--- config.mk ---
export PLATFORM = sky130hd
export DESIGN_NAME = nv_nvdla_dma_rsp_pipe
export DESIGN_NICKNAME = d
export VERILOG_FILES = /design/src/rtl/nv_nvdla_dma_pipe_pkg.sv /design/src/rtl/nv_nvdla_dma_rsp_skid_stage.sv /design/src/rtl/nv_nvdla_dma_rsp_pipe.sv
export SDC_FILE = /design/constraint.sdc
export NUM_CORES = 1
export LEC_CHECK = 0
export CELL_PAD_IN_SITES_DETAIL_PLACEMENT = 0
export CELL_PAD_IN_SITES_GLOBAL_PLACEMENT = 1
export CORE_AREA = 2 2 410 412
export DETAILED_ROUTE_END_ITERATION = 10
export DIE_AREA = 0 0 412 414
export DONT_BUFFER_PORTS = 1
export GPL_TIMING_DRIVEN = 0
export PLACE_DENSITY = 0.52
export SYNTH_ARGS = -nofsm -noshare
export SYNTH_HDL_FRONTEND = slang
export SYNTH_SLANG_ARGS = --single-unit
--- constraint.sdc ---
create_clock -name nvdla_core_clk -period 77.3 [get_ports nvdla_core_clk]
set_input_delay 23.19 -clock nvdla_core_clk [delete_from_list [all_inputs] [get_ports nvdla_core_clk]]
set_output_delay 23.19 -clock nvdla_core_clk [all_outputs]
set_load 0.02 [all_outputs]
--- src/rtl/nv_nvdla_dma_pipe_pkg.sv ---
// Shared constants and width helpers for the DMA read-response pipe.
package nv_nvdla_dma_pipe_pkg;

  localparam int unsigned DMA_RSP_PD_W = 514;
  localparam int unsigned MAX_STAGES   = 4;

  // Ceiling log2; returns 0 for values 0 and 1.
  function automatic int unsigned clog2(input int unsigned value);
    int unsigned res;
    res = 0;
    for (int i = 0; i < 32; i++) begin
      if ((64'(1) << i) < 64'(value)) res = 32'(i + 1);
    end
    return res;
  endfunction

  // Occupancy counter width: enough for 2*stages beats, at least one bit.
  function automatic int unsigned occ_width(input int unsigned stages);
    return (stages == 0) ? 1 : clog2(2 * stages + 1);
  endfunction

endpackage

--- src/rtl/nv_nvdla_dma_rsp_skid_stage.sv ---
// One full-throughput 2-entry skid stage: registered input ready, head register
// drives the output directly, synchronous flush drops both entries.
module nv_nvdla_dma_rsp_skid_stage
  import nv_nvdla_dma_pipe_pkg::*;
#(
  parameter int unsigned DATA_W = DMA_RSP_PD_W
) (
  input  logic              clk_i,
  input  logic              rst_ni,
  input  logic              flush_i,
  input  logic              in_valid_i,
  input  logic [DATA_W-1:0] in_pd_i,
  output logic              in_ready_o,
  output logic              out_valid_o,
  output logic [DATA_W-1:0] out_pd_o,
  input  logic              out_ready_i,
  output logic [1:0]        count_o
);

  logic [1:0]        count_q, count_d;
  logic              rdy_q;
  logic [DATA_W-1:0] head_q, skid_q;
  logic              push, pop;

  assign in_ready_o  = rdy_q & ~flush_i;
  assign out_valid_o = (count_q != 2'd0) & ~flush_i;
  assign out_pd_o    = head_q;
  assign push        = in_valid_i & in_ready_o;
  assign pop         = out_valid_o & out_ready_i;
  // Next-state count, so a registered sum matches the counts after the edge.
  assign count_o     = count_d;

  always_comb begin
    count_d = count_q;
    if (flush_i) begin
      count_d = 2'd0;
    end else if (push && !pop) begin
      count_d = count_q + 2'd1;
    end else if (pop && !push) begin
      count_d = count_q - 2'd1;
    end
  end

  always_ff @(posedge clk_i or negedge rst_ni) begin
    if (!rst_ni) begin
      count_q <= 2'd0;
      rdy_q   <= 1'b1;
    end else begin
      count_q <= count_d;
      rdy_q   <= (count_d < 2'd2);
    end
  end

  // Payload registers carry no reset; validity is tracked by count_q alone.
  always_ff @(posedge clk_i) begin
    if (push && ((count_q == 2'd0) || pop)) begin
      head_q <= in_pd_i;
    end else if (pop && (count_q == 2'd2)) begin
      head_q <= skid_q;
    end
    if (push && !pop && (count_q == 2'd1)) begin
      skid_q <= in_pd_i;
    end
  end

endmodule

--- src/rtl/nv_nvdla_dma_rsp_pipe.sv ---
// Parametrised valid/ready pipe for DMA read-response beats: STAGES chained skid
// stages (or a wire passthrough for STAGES=0) with flush, occupancy and idle.
module nv_nvdla_dma_rsp_pipe
  import nv_nvdla_dma_pipe_pkg::*;
#(
  parameter int unsigned DATA_W = DMA_RSP_PD_W,
  parameter int unsigned STAGES = 1,
  parameter int unsigned OCC_W  = occ_width(STAGES)
) (
  input  logic              nvdla_core_clk,
  input  logic              nvdla_core_rstn,
  input  logic              rsp_flush,
  input  logic              in_valid,
  input  logic [DATA_W-1:0] in_pd,
  output logic              in_ready,
  output logic              out_valid,
  output logic [DATA_W-1:0] out_pd,
  input  logic              out_ready,
  output logic [OCC_W-1:0]  occupancy,
  output logic              idle
);

  assign idle = (occupancy == '0) & ~in_valid;

  if (STAGES == 0) begin : g_bypass
    logic unused_clk_rst;
    assign unused_clk_rst = nvdla_core_clk ^ nvdla_core_rstn;

    assign in_ready  = out_ready & ~rsp_flush;
    assign out_valid = in_valid & ~rsp_flush;
    assign out_pd    = in_pd;
    assign occupancy = '0;
  end else begin : g_pipe
    logic [STAGES:0]   vld, rdy;
    logic [DATA_W-1:0] pd      [STAGES+1];
    logic [1:0]        cnt_nxt [STAGES];
    logic [OCC_W-1:0]  occ_d, occ_q;

    assign vld[0]      = in_valid;
    assign pd[0]       = in_pd;
    assign in_ready    = rdy[0];
    assign out_valid   = vld[STAGES];
    assign out_pd      = pd[STAGES];
    assign rdy[STAGES] = out_ready;

    for (genvar k = 0; k < STAGES; k++) begin : g_stage
      nv_nvdla_dma_rsp_skid_stage #(
        .DATA_W (DATA_W)
      ) u_stage (
        .clk_i       (nvdla_core_clk),
        .rst_ni      (nvdla_core_rstn),
        .flush_i     (rsp_flush),
        .in_valid_i  (vld[k]),
        .in_pd_i     (pd[k]),
        .in_ready_o  (rdy[k]),
        .out_valid_o (vld[k+1]),
        .out_pd_o    (pd[k+1]),
        .out_ready_i (rdy[k+1]),
        .count_o     (cnt_nxt[k])
      );
    end

    always_comb begin
      occ_d = '0;
      for (int unsigned k = 0; k < STAGES; k++) begin
        occ_d = occ_d + OCC_W'(cnt_nxt[k]);
      end
    end

    always_ff @(posedge nvdla_core_clk or negedge nvdla_core_rstn) begin
      if (!nvdla_core_rstn) begin
        occ_q <= '0;
      end else begin
        occ_q <= occ_d;
      end
    end

    assign occupancy = occ_q;
  end

endmodule

======== Word-level counts from Yosys, hierarchy flattened ========
Cells that the tools add are included.
word-level totals
  bits of input ports ..................... 519
  flip-flop bits (word level) ............. 1031
operators by class
  eq/ne operators ......................... 2
  bitwise gates (word level) .............. 7
  multiplexer cells ....................... 5
  add/subtract/negate cells ............... 2
  reductions and logical operators ........ 11
  magnitude comparators ................... 1
operators with widths
  operator             count
  $mux 514             2
  $mux 2               3
  $and 1x1->1          5
  $logic_and 1x1->1    5
  $reduce_bool 2->1    2
  $add 2x1->2 const B  1
  $eq 2x1->1 const B   1
  $eq 2x2->1 const B   1
  $logic_not 1->1      2
  $logic_not 2->1      1
  $lt 2x2->1 const B   1
  $not 1->1            2
  $sub 2x1->2 const B  1
  $logic_or 1x1->1     1

======== Depth between registers and ports, before layout ========
Gate-level depths: netlist of run 1.
  depth after elaboration ................. 9
  mapped depth ............................ 7
  mapped depth without buffers ............ 5

======== By module ========
From an unflattened synthesis of run 1, not the netlist that was laid out.
second synthesis, totals
  cell total of the unflattened synthesis .. 1629
  area total of the unflattened synthesis .. 37424.6 µm²
by module, submodules not included
  module                       area an instance (µm²)  cells an instance  instances
  nv_nvdla_dma_rsp_skid_stage  37364.6                 1626               1
  nv_nvdla_dma_rsp_pipe        60.1                    3                  1

======== Least setup slack after synthesis of run 1 ========
OpenSTA, ideal clock, no wires.
  path type ............................... input-to-reg
  from .................................... input port out_ready
  to ...................................... register g_pipe.g_stage[0].u_stage.skid_q[0] (enable)
  cell stages on the path ................. 2
  arrival ................................. 75.318 ns
  setup time .............................. 2.818 ns
  setup slack ............................. -0.835 ns
  path through ............................ nor2b_1 nor4b_1
between the ends
  word-level cells in the longest chain between the ends .. 4
ends and longest elaborated chain
  element                          RTL line                           source
  start, declared                  nv_nvdla_dma_rsp_pipe.sv:18        input logic out_ready,
  $and 1x1->1                      nv_nvdla_dma_rsp_skid_stage.sv:29  assign pop = out_valid_o & out_ready_i;
  $logic_not 1->1                  nv_nvdla_dma_rsp_skid_stage.sv:61  if (push && !pop && (count_q == 2'd1)) begin
  $logic_and 1x1->1 (2 in series)  nv_nvdla_dma_rsp_skid_stage.sv:61
  end signal, assigned             nv_nvdla_dma_rsp_skid_stage.sv:62  skid_q <= in_pd_i;
  end, declared                    nv_nvdla_dma_rsp_skid_stage.sv:22  logic [DATA_W-1:0] head_q, skid_q;
Every way passes these cells.
A chain may end at the register's enable or synchronous reset.

======== Worst setup path in the final report of run 1 ========
  from .................................... input port rsp_flush
  to ...................................... output port out_valid
between the ends
  word-level cells in the longest chain between the ends .. 2
ends and longest elaborated chain
  element          RTL line                           source
  start, declared  nv_nvdla_dma_rsp_pipe.sv:12        input logic rsp_flush,
  $not 1->1        nv_nvdla_dma_rsp_skid_stage.sv:26  assign out_valid_o = (count_q != 2'd0) & ~flush_i;
  $and 1x1->1      nv_nvdla_dma_rsp_skid_stage.sv:26
  end, declared    nv_nvdla_dma_rsp_pipe.sv:16        output logic out_valid,
Every way passes these cells.

==> results of run 1 <==
## per-stage QoR
step,setup slack (ps),instance area (sq um),power (mW)
3_3_place_gp,11570,41500,1.07
4_1_cts,30470,45800,1.53
2_1_floorplan,25010,38800,0.978
6_report,30490,45800,1.50
3_5_place_dp,30470,42300,1.00
5_1_grt,30480,45800,1.56
## cell usage in the layout, fill, tap and decap left out
| cell type | count |
|---|---|
| edfxtp_1 | 1028 |
| mux2_4 | 349 |
| mux2_2 | 166 |
| clkbuf_16 | 115 |
| buf_6 | 64 |
| clkbuf_1 | 27 |
| clkinv_1 | 26 |
| buf_2 | 17 |
| clkinv_2 | 16 |
| buf_8 | 15 |
| buf_16 | 8 |
| bufinv_16 | 7 |
| inv_6 | 4 |
| clkinvlp_4 | 4 |
| diode_2 | 3 |
| ha_1 | 3 |
| inv_16 | 3 |
| inv_1 | 2 |
| nor2b_1 | 2 |
| a211oi_1 | 2 |
| nor2_1 | 2 |
| clkinv_4 | 2 |
| dfrtp_1 | 2 |
| nor2b_4 | 1 |
| o211ai_2 | 1 |
| buf_4 | 1 |
| nand2_1 | 1 |
| and3_1 | 1 |
| a211o_1 | 1 |
| nand3_1 | 1 |
| nand2_4 | 1 |
| nor4b_4 | 1 |
| xnor3_1 | 1 |
| inv_8 | 1 |
| dfstp_2 | 1 |
## cells by family (layout without fill, tap and decap cells)
| group | after synthesis | after routing |
|---|---|---|
| AO/OA/AOI/OAI | 4 | 4 |
| XOR/XNOR | 1 | 1 |
| adder cells (fa/ha/maj) | 3 | 3 |
| buffers and inverters | 59 | 312 |
| flip-flops | 1031 | 1031 |
| multiplexers | 515 | 515 |
| other | 0 | 3 |
| AND/OR/NAND/NOR | 10 | 10 |
## flip-flops by register name (all words and copies together), names as in the netlist
| name | flops |
|---|---|
| g_pipe.g_stage.u_stage.skid_q | 514 |
| g_pipe.g_stage.u_stage.rdy_q | 1 |
| g_pipe.g_stage.u_stage.count_q | 2 |
| g_pipe.g_stage.u_stage.out_pd_o | 514 |
## cell usage after synthesis, drive strengths merged
cell type,number,area share
a211o,1,0.00023
a211oi,2,0.00039
and3,1,0.00016
buf,57,0.014
dfrtp,2,0.0013
dfstp,1,0.00068
edfxtp,1028,0.80
ha,3,0.00097
inv,2,0.00019
mux2,515,0.18
nand2,2,0.00019
nand3,1,0.00013
nor2,2,0.00019
nor2b,3,0.00068
nor4b,1,0.00023
o211ai,1,0.00032
xnor3,1,0.00058
## per-layer routing
layer	track usage	vias up
li1	-	6849
met1	0.124	8580
met2	0.209	792
met3	0.0568	153
met4	0.0445	6
met5	0	-
## power breakdown
part / internal [mW] / switching [mW] / total [mW]
Combinational: 0.0863 / 0.0956 / 0.182
Clock: 0.296 / 0.223 / 0.519
Sequential: 0.711 / 0.0917 / 0.803
## cell type report
| cell class | count | share of cell area |
|---|---|---|
| clock buffers | 142 | 0.0651 |
| well taps | 2204 | 0.0602 |
| plain buffers | 57 | 0.0116 |
| flip-flops and latches | 1031 | 0.676 |
| clock inverters | 63 | 0.0118 |
| repair buffers | 48 | 0.0159 |
| diodes | 3 | 0.000164 |
| multi-input cells | 533 | 0.159 |
| inverters | 2 | 0.000164 |
## worst min path at each step
stage	slack [ps]	to	depth (start not counted)	start
2_1_floorplan	520	g_pipe.g_stage[0].u_stage.out_pd_o[500]	1	g_pipe.g_stage[0].u_stage.skid_q[500]
4_1_cts	540	g_pipe.g_stage[0].u_stage.out_pd_o[205]	1	g_pipe.g_stage[0].u_stage.skid_q[205]
5_1_grt	550	g_pipe.g_stage[0].u_stage.out_pd_o[510]	1	g_pipe.g_stage[0].u_stage.skid_q[510]
3_5_place_dp	530	g_pipe.g_stage[0].u_stage.out_pd_o[62]	1	g_pipe.g_stage[0].u_stage.skid_q[62]
3_3_place_gp	530	g_pipe.g_stage[0].u_stage.out_pd_o[3]	1	g_pipe.g_stage[0].u_stage.skid_q[3]
6_report	530	g_pipe.g_stage[0].u_stage.out_pd_o[205]	1	g_pipe.g_stage[0].u_stage.skid_q[205]
==> qor.csv, run 1 <==
stage,metric,value,unit
sta,final setup TNS,0,ps
finish,Non-Filler Instances,4083,
setup_path,reg2reg start,g_pipe.g_stage[0].u_stage.count_q[0],
placed_design,IO Port Bufs,0,
route,Residual DRC,0,
setup_path,crit path buf inv count,0,
setup_path,Levels on crit path,1,
floorplan,core area,166000,sq um
global_routing,global-route wire length before repair,143000,um
logic_synthesis,Synth cell types,21,
setup_path,"Slowest-stage cell, CP",nor2_1,
route,post-detailed-route wirelength per cell,26.1,um
sta,RSZ-0062 raised after global routing,no,
global_routing,GRT overflow,0,
power_and_ir_drop,leakage dissipation,15.8,nW
placed_design,RePlAce Congestion,0.849,
outcome,status,completed,
finish,fill count,16530,
setup_path,CP top delay family,simple AND/OR/NAND/NOR gates,
setup_path,CP Capture Type,output port,
sta,fmax,21.4,MHz
finish,Layout Utilization,0.275,
floorplan,Die X,412,um
route,DR iter-0 viols,1045,
clock_network,postcts setup bufs,0,
route,Routed Antenna Nets,0,
logic_synthesis,Post-Synth Adder-Cell Area,0.000969,
global_routing,initial antenna violation count,12,
sta,Slew HR,0.396,
finish,FF+latch area,30900,sq um
clock_network,CTS sink cnt,1031,
route,vias after detailed routing,16380,
route,Avg Vias per Cell,4.01,
sta,max-slew violation count,0,
power_and_ir_drop,PD cells,32.9,nW/um^2
clock_network,clock slew seen by the registers of the worst setup and hold paths,70,ps
global_routing,number of global-route vias before repair,17271,
logic_synthesis,Synth Area in Compound Gates,0.000936,
setup_path,depth of the worst register-to-register path,15,
floorplan,Die Y,414,um
setup_path,register-to-register setup slack,72440,ps
clock_network,CTS resizes,0,
setup_path,WS Path Type,in2out,
clock_network,CTS max path bufs,3,
route,wire length on met2,54300,um
finish,layout cells sized above 1,0.414,
setup_path,startpoint types,input pin,
clock_network,hold_buf cts,0,
setup_path,crit path cell chain,nor2_1,
route,routed length on met1,37400,um
logic_synthesis,main combinational cell family by area after synthesis,multiplexers,
logic_synthesis,warnings from Yosys,0,
global_routing,gr usage total,0.120,
setup_path,Critical Path AT,23620,ps
setup_path,worst path required time,54110,ps
sta,final hold vios,0,
clock_network,Worst-Skew Late Latency,760,ps
setup_path,CP Max Fanout,6,
logic_synthesis,"flops & latches, synth",1031,
logic_synthesis,XOR/XNOR share of the synthesized area,0.000581,
logic_synthesis,synthesized netlist net count,2145,
setup_path,Critical Path End,out_valid,
sta,endpoints failing setup,0,
floorplan,Initial Util,0.233,
power_and_ir_drop,peak supply drop,20.3,uV
floorplan,Top-Level Pins,1038,
job,Max-Cap Viols,0,
route,Pre-antenna DRT Iters,5,
sta,Worst Tran Pin Value,902,ps
finish,nets,2307,
min_path,Worst Hold Class,reg2reg,
sta,Fin Clk Skew,33.3,ps
placed_design,HPWL after detailed placement,81400,um
clock_network,CTS tree,built,
logic_synthesis,sequential share of the synthesized area,0.799,
logic_synthesis,Syn Area/Cell,23.9,sq um
placed_design,Placed Cells,3875,
route,highest metal used,met5,
setup_path,Slowest Stage Delay on Critical Path,430,ps
logic_synthesis,simple-gate share of the synthesized area,0.00158,
logic_synthesis,cells after synthesis,1623,
global_routing,largest net degree at the start of global routing,70,
sta,WHS,527,ps
finish,Syn-to-layout area delta,18.2,%
sta,final worst path period share,0.606,
sta,crit path time final,46810,ps
clock_network,Num CTS Buffers,112,
route,met3 WL,11800,um
setup_path,Critical R2R Capture,g_pipe.g_stage[0].u_stage.skid_q[420],
clock_network,Root Driver,clkbuf_16,
floorplan,num rows,150,
setup_path,launch point of the worst path,rsp_flush,
route,drt total wl,106000,um
floorplan,Die ar.,171000,sq um
logic_synthesis,Post-Syn Area,38800,sq um
finish,area occupied by multi-input gates,7290,sq um
clock_network,H-tree depth,3,
logic_synthesis,mux contribution to synthesized area,0.183,
No activity file was read; power rests on OpenSTA's default activity.
==> run 2: changes to the inputs <==
--- a/config.mk
+++ b/config.mk
@@ -12,7 +12,7 @@
 export DIE_AREA = 0 0 412 414
 export DONT_BUFFER_PORTS = 1
 export GPL_TIMING_DRIVEN = 0
-export PLACE_DENSITY = 0.52
+export PLACE_DENSITY = 0.53
 export SYNTH_ARGS = -nofsm -noshare
 export SYNTH_HDL_FRONTEND = slang
 export SYNTH_SLANG_ARGS = --single-unit
==> constraint.sdc (replaced) <==
create_clock -name nvdla_core_clk -period 40.5 [get_ports nvdla_core_clk]
set_input_delay 12.15 -clock nvdla_core_clk [delete_from_list [all_inputs] [get_ports nvdla_core_clk]]
set_output_delay 12.15 -clock nvdla_core_clk [all_outputs]
set_load 0.02 [all_outputs]
==> run 2 against run 1 <==
  * Critical path depth stayed put
  * Worst hold slack worse by 3.1 ps
  * Combinational power is 89% higher
  * Sequential share of layout area is 0.24 points lower
  * Register-to-register slack worse by 37000 ps
  * Largest cell class unchanged
  * Largest power group unchanged
  * Highest routed layer unchanged
==> qor.csv, run 2 (synthesized netlist as in run 1, its figures left out) <==
stage,metric,value,unit
outcome,status,completed,
floorplan,Top-Level Pins,1038,
clock_network,CTS tree,built,
clock_network,CTS max path bufs,3,
route,Routed Antenna Nets,0,
sta,RSZ-0062 raised after global routing,no,
placed_design,RePlAce Congestion,0.868,
setup_path,"Slowest-stage cell, CP",nor2_1,
sta,Slew HR,0.337,
finish,"commonest cells after routing, fill and taps aside","1028 x edfxtp_1, 349 x mux2_4, 166 x mux2_2",
global_routing,initial antenna violation count,13,
setup_path,worst path required time,28350,ps
power_and_ir_drop,leakage dissipation,15.8,nW
sta,max-slew violation count,0,
sta,Fin Clk Skew,26.4,ps
floorplan,core area,166000,sq um
placed_design,HPWL after detailed placement,81000,um
clock_network,postcts setup bufs,0,
sta,final hold vios,0,
finish,nets,2306,
floorplan,Die X,412,um
finish,design area,45900,sq um
setup_path,WS Path Type,in2out,
floorplan,num rows,150,
floorplan,Die Y,414,um
finish,fill count,16463,
sta,fmax,40.0,MHz
route,drt total wl,106000,um
setup_path,crit path cell chain,nor2_1,
finish,area occupied by multi-input gates,7290,sq um
sta,endpoints failing setup,0,
clock_network,CTS resizes,0,
sta,final setup TNS,0,ps
global_routing,number of global-route vias before repair,17119,
clock_network,hold_buf cts,0,
route,Pre-antenna DRT Iters,5,
setup_path,startpoint types,input pin,
global_routing,GRT overflow,0,
route,post-detailed-route wirelength per cell,25.8,um
power_and_ir_drop,PD cells,63.3,nW/um^2
finish,layout cells sized above 1,0.419,
placed_design,pre-CTS setup slack,15500,ps
finish,"most common cell after layout, fill and taps aside",edfxtp_1,
placed_design,IO Port Bufs,0,
setup_path,CP Capture Type,output port,
placed_design,Placed Area,42200,sq um
global_routing,largest net degree at the start of global routing,70,
min_path,Worst Hold Class,reg2reg,
route,DR iter-0 viols,1090,
clock_network,Num CTS Buffers,112,
sta,Worst Tran Pin Value,990,ps
setup_path,CP Max Fanout,6,
global_routing,gr usage total,0.119,
sta,final worst path period share,0.617,
global_routing,global-route wire length before repair,142000,um
setup_path,crit path buf inv count,0,
floorplan,Initial Util,0.233,
finish,Non-Filler Instances,4090,
floorplan,Die ar.,171000,sq um
route,vias after detailed routing,16171,
sta,WHS,524,ps
finish,Layout Utilization,0.276,
clock_network,CTS sink cnt,1031,
finish,FF+latch area,30900,sq um
clock_network,clock slew seen by the registers of the worst setup and hold paths,70,ps
sta,crit path time final,24980,ps
placed_design,Placed Cells,3874,
setup_path,Critical Path AT,12830,ps
route,Residual DRC,0,
finish,Syn-to-layout area delta,18.6,%
power_and_ir_drop,total power,2.91,mW
sta,Final WS setup,15520,ps
clock_network,Root Driver,clkbuf_16,
clock_network,H-tree depth,3,
route,Avg Vias per Cell,3.95,
setup_path,Slowest Stage Delay on Critical Path,660,ps
clock_network,Worst-Skew Late Latency,750,ps
setup_path,CP top delay family,simple AND/OR/NAND/NOR gates,
power_and_ir_drop,peak supply drop,34.2,uV
job,Max-Cap Viols,0,
[run 2: layout make-up]
class,count,area share
diodes,6,0.000327
plain buffers,57,0.0116
clock buffers,141,0.0648
clock inverters,69,0.0160
inverters,2,0.000163
multi-input cells,533,0.159
flip-flops and latches,1031,0.673
well taps,2204,0.0600
repair buffers,47,0.0151
[run 2: per-layer routing]
layer / track usage / up-vias / share of wire
met5: 0 / - / 0.0012
met4: 0.0435 / 18 / 0.026
met3: 0.0633 / 152 / 0.12
met2: 0.207 / 786 / 0.51
met1: 0.119 / 8358 / 0.34
li1: - / 6857 / -
[run 2: power breakdown]
part / switching [mW] / internal [mW]
Combinational: 0.181 / 0.164
Clock: 0.431 / 0.600
Sequential: 0.175 / 1.36
[run 2: worst paths after layout]
path                                                        from  cells past startpoint  slack, ps                                       to
hold reg to reg            g_pipe.g_stage[0].u_stage.skid_q[445]                      1        520  g_pipe.g_stage[0].u_stage.out_pd_o[445]
min in group asynchronous                        nvdla_core_rstn                      0      11110     g_pipe.g_stage[0].u_stage.count_q[0]
setup / recovery                                       rsp_flush                      1      15520                                out_valid
setup reg to reg            g_pipe.g_stage[0].u_stage.count_q[1]                      9      35920  g_pipe.g_stage[0].u_stage.out_pd_o[173]
hold / removal             g_pipe.g_stage[0].u_stage.skid_q[445]                      1        520  g_pipe.g_stage[0].u_stage.out_pd_o[445]
max in group asynchronous                        nvdla_core_rstn                      0      29220          g_pipe.g_stage[0].u_stage.rdy_q
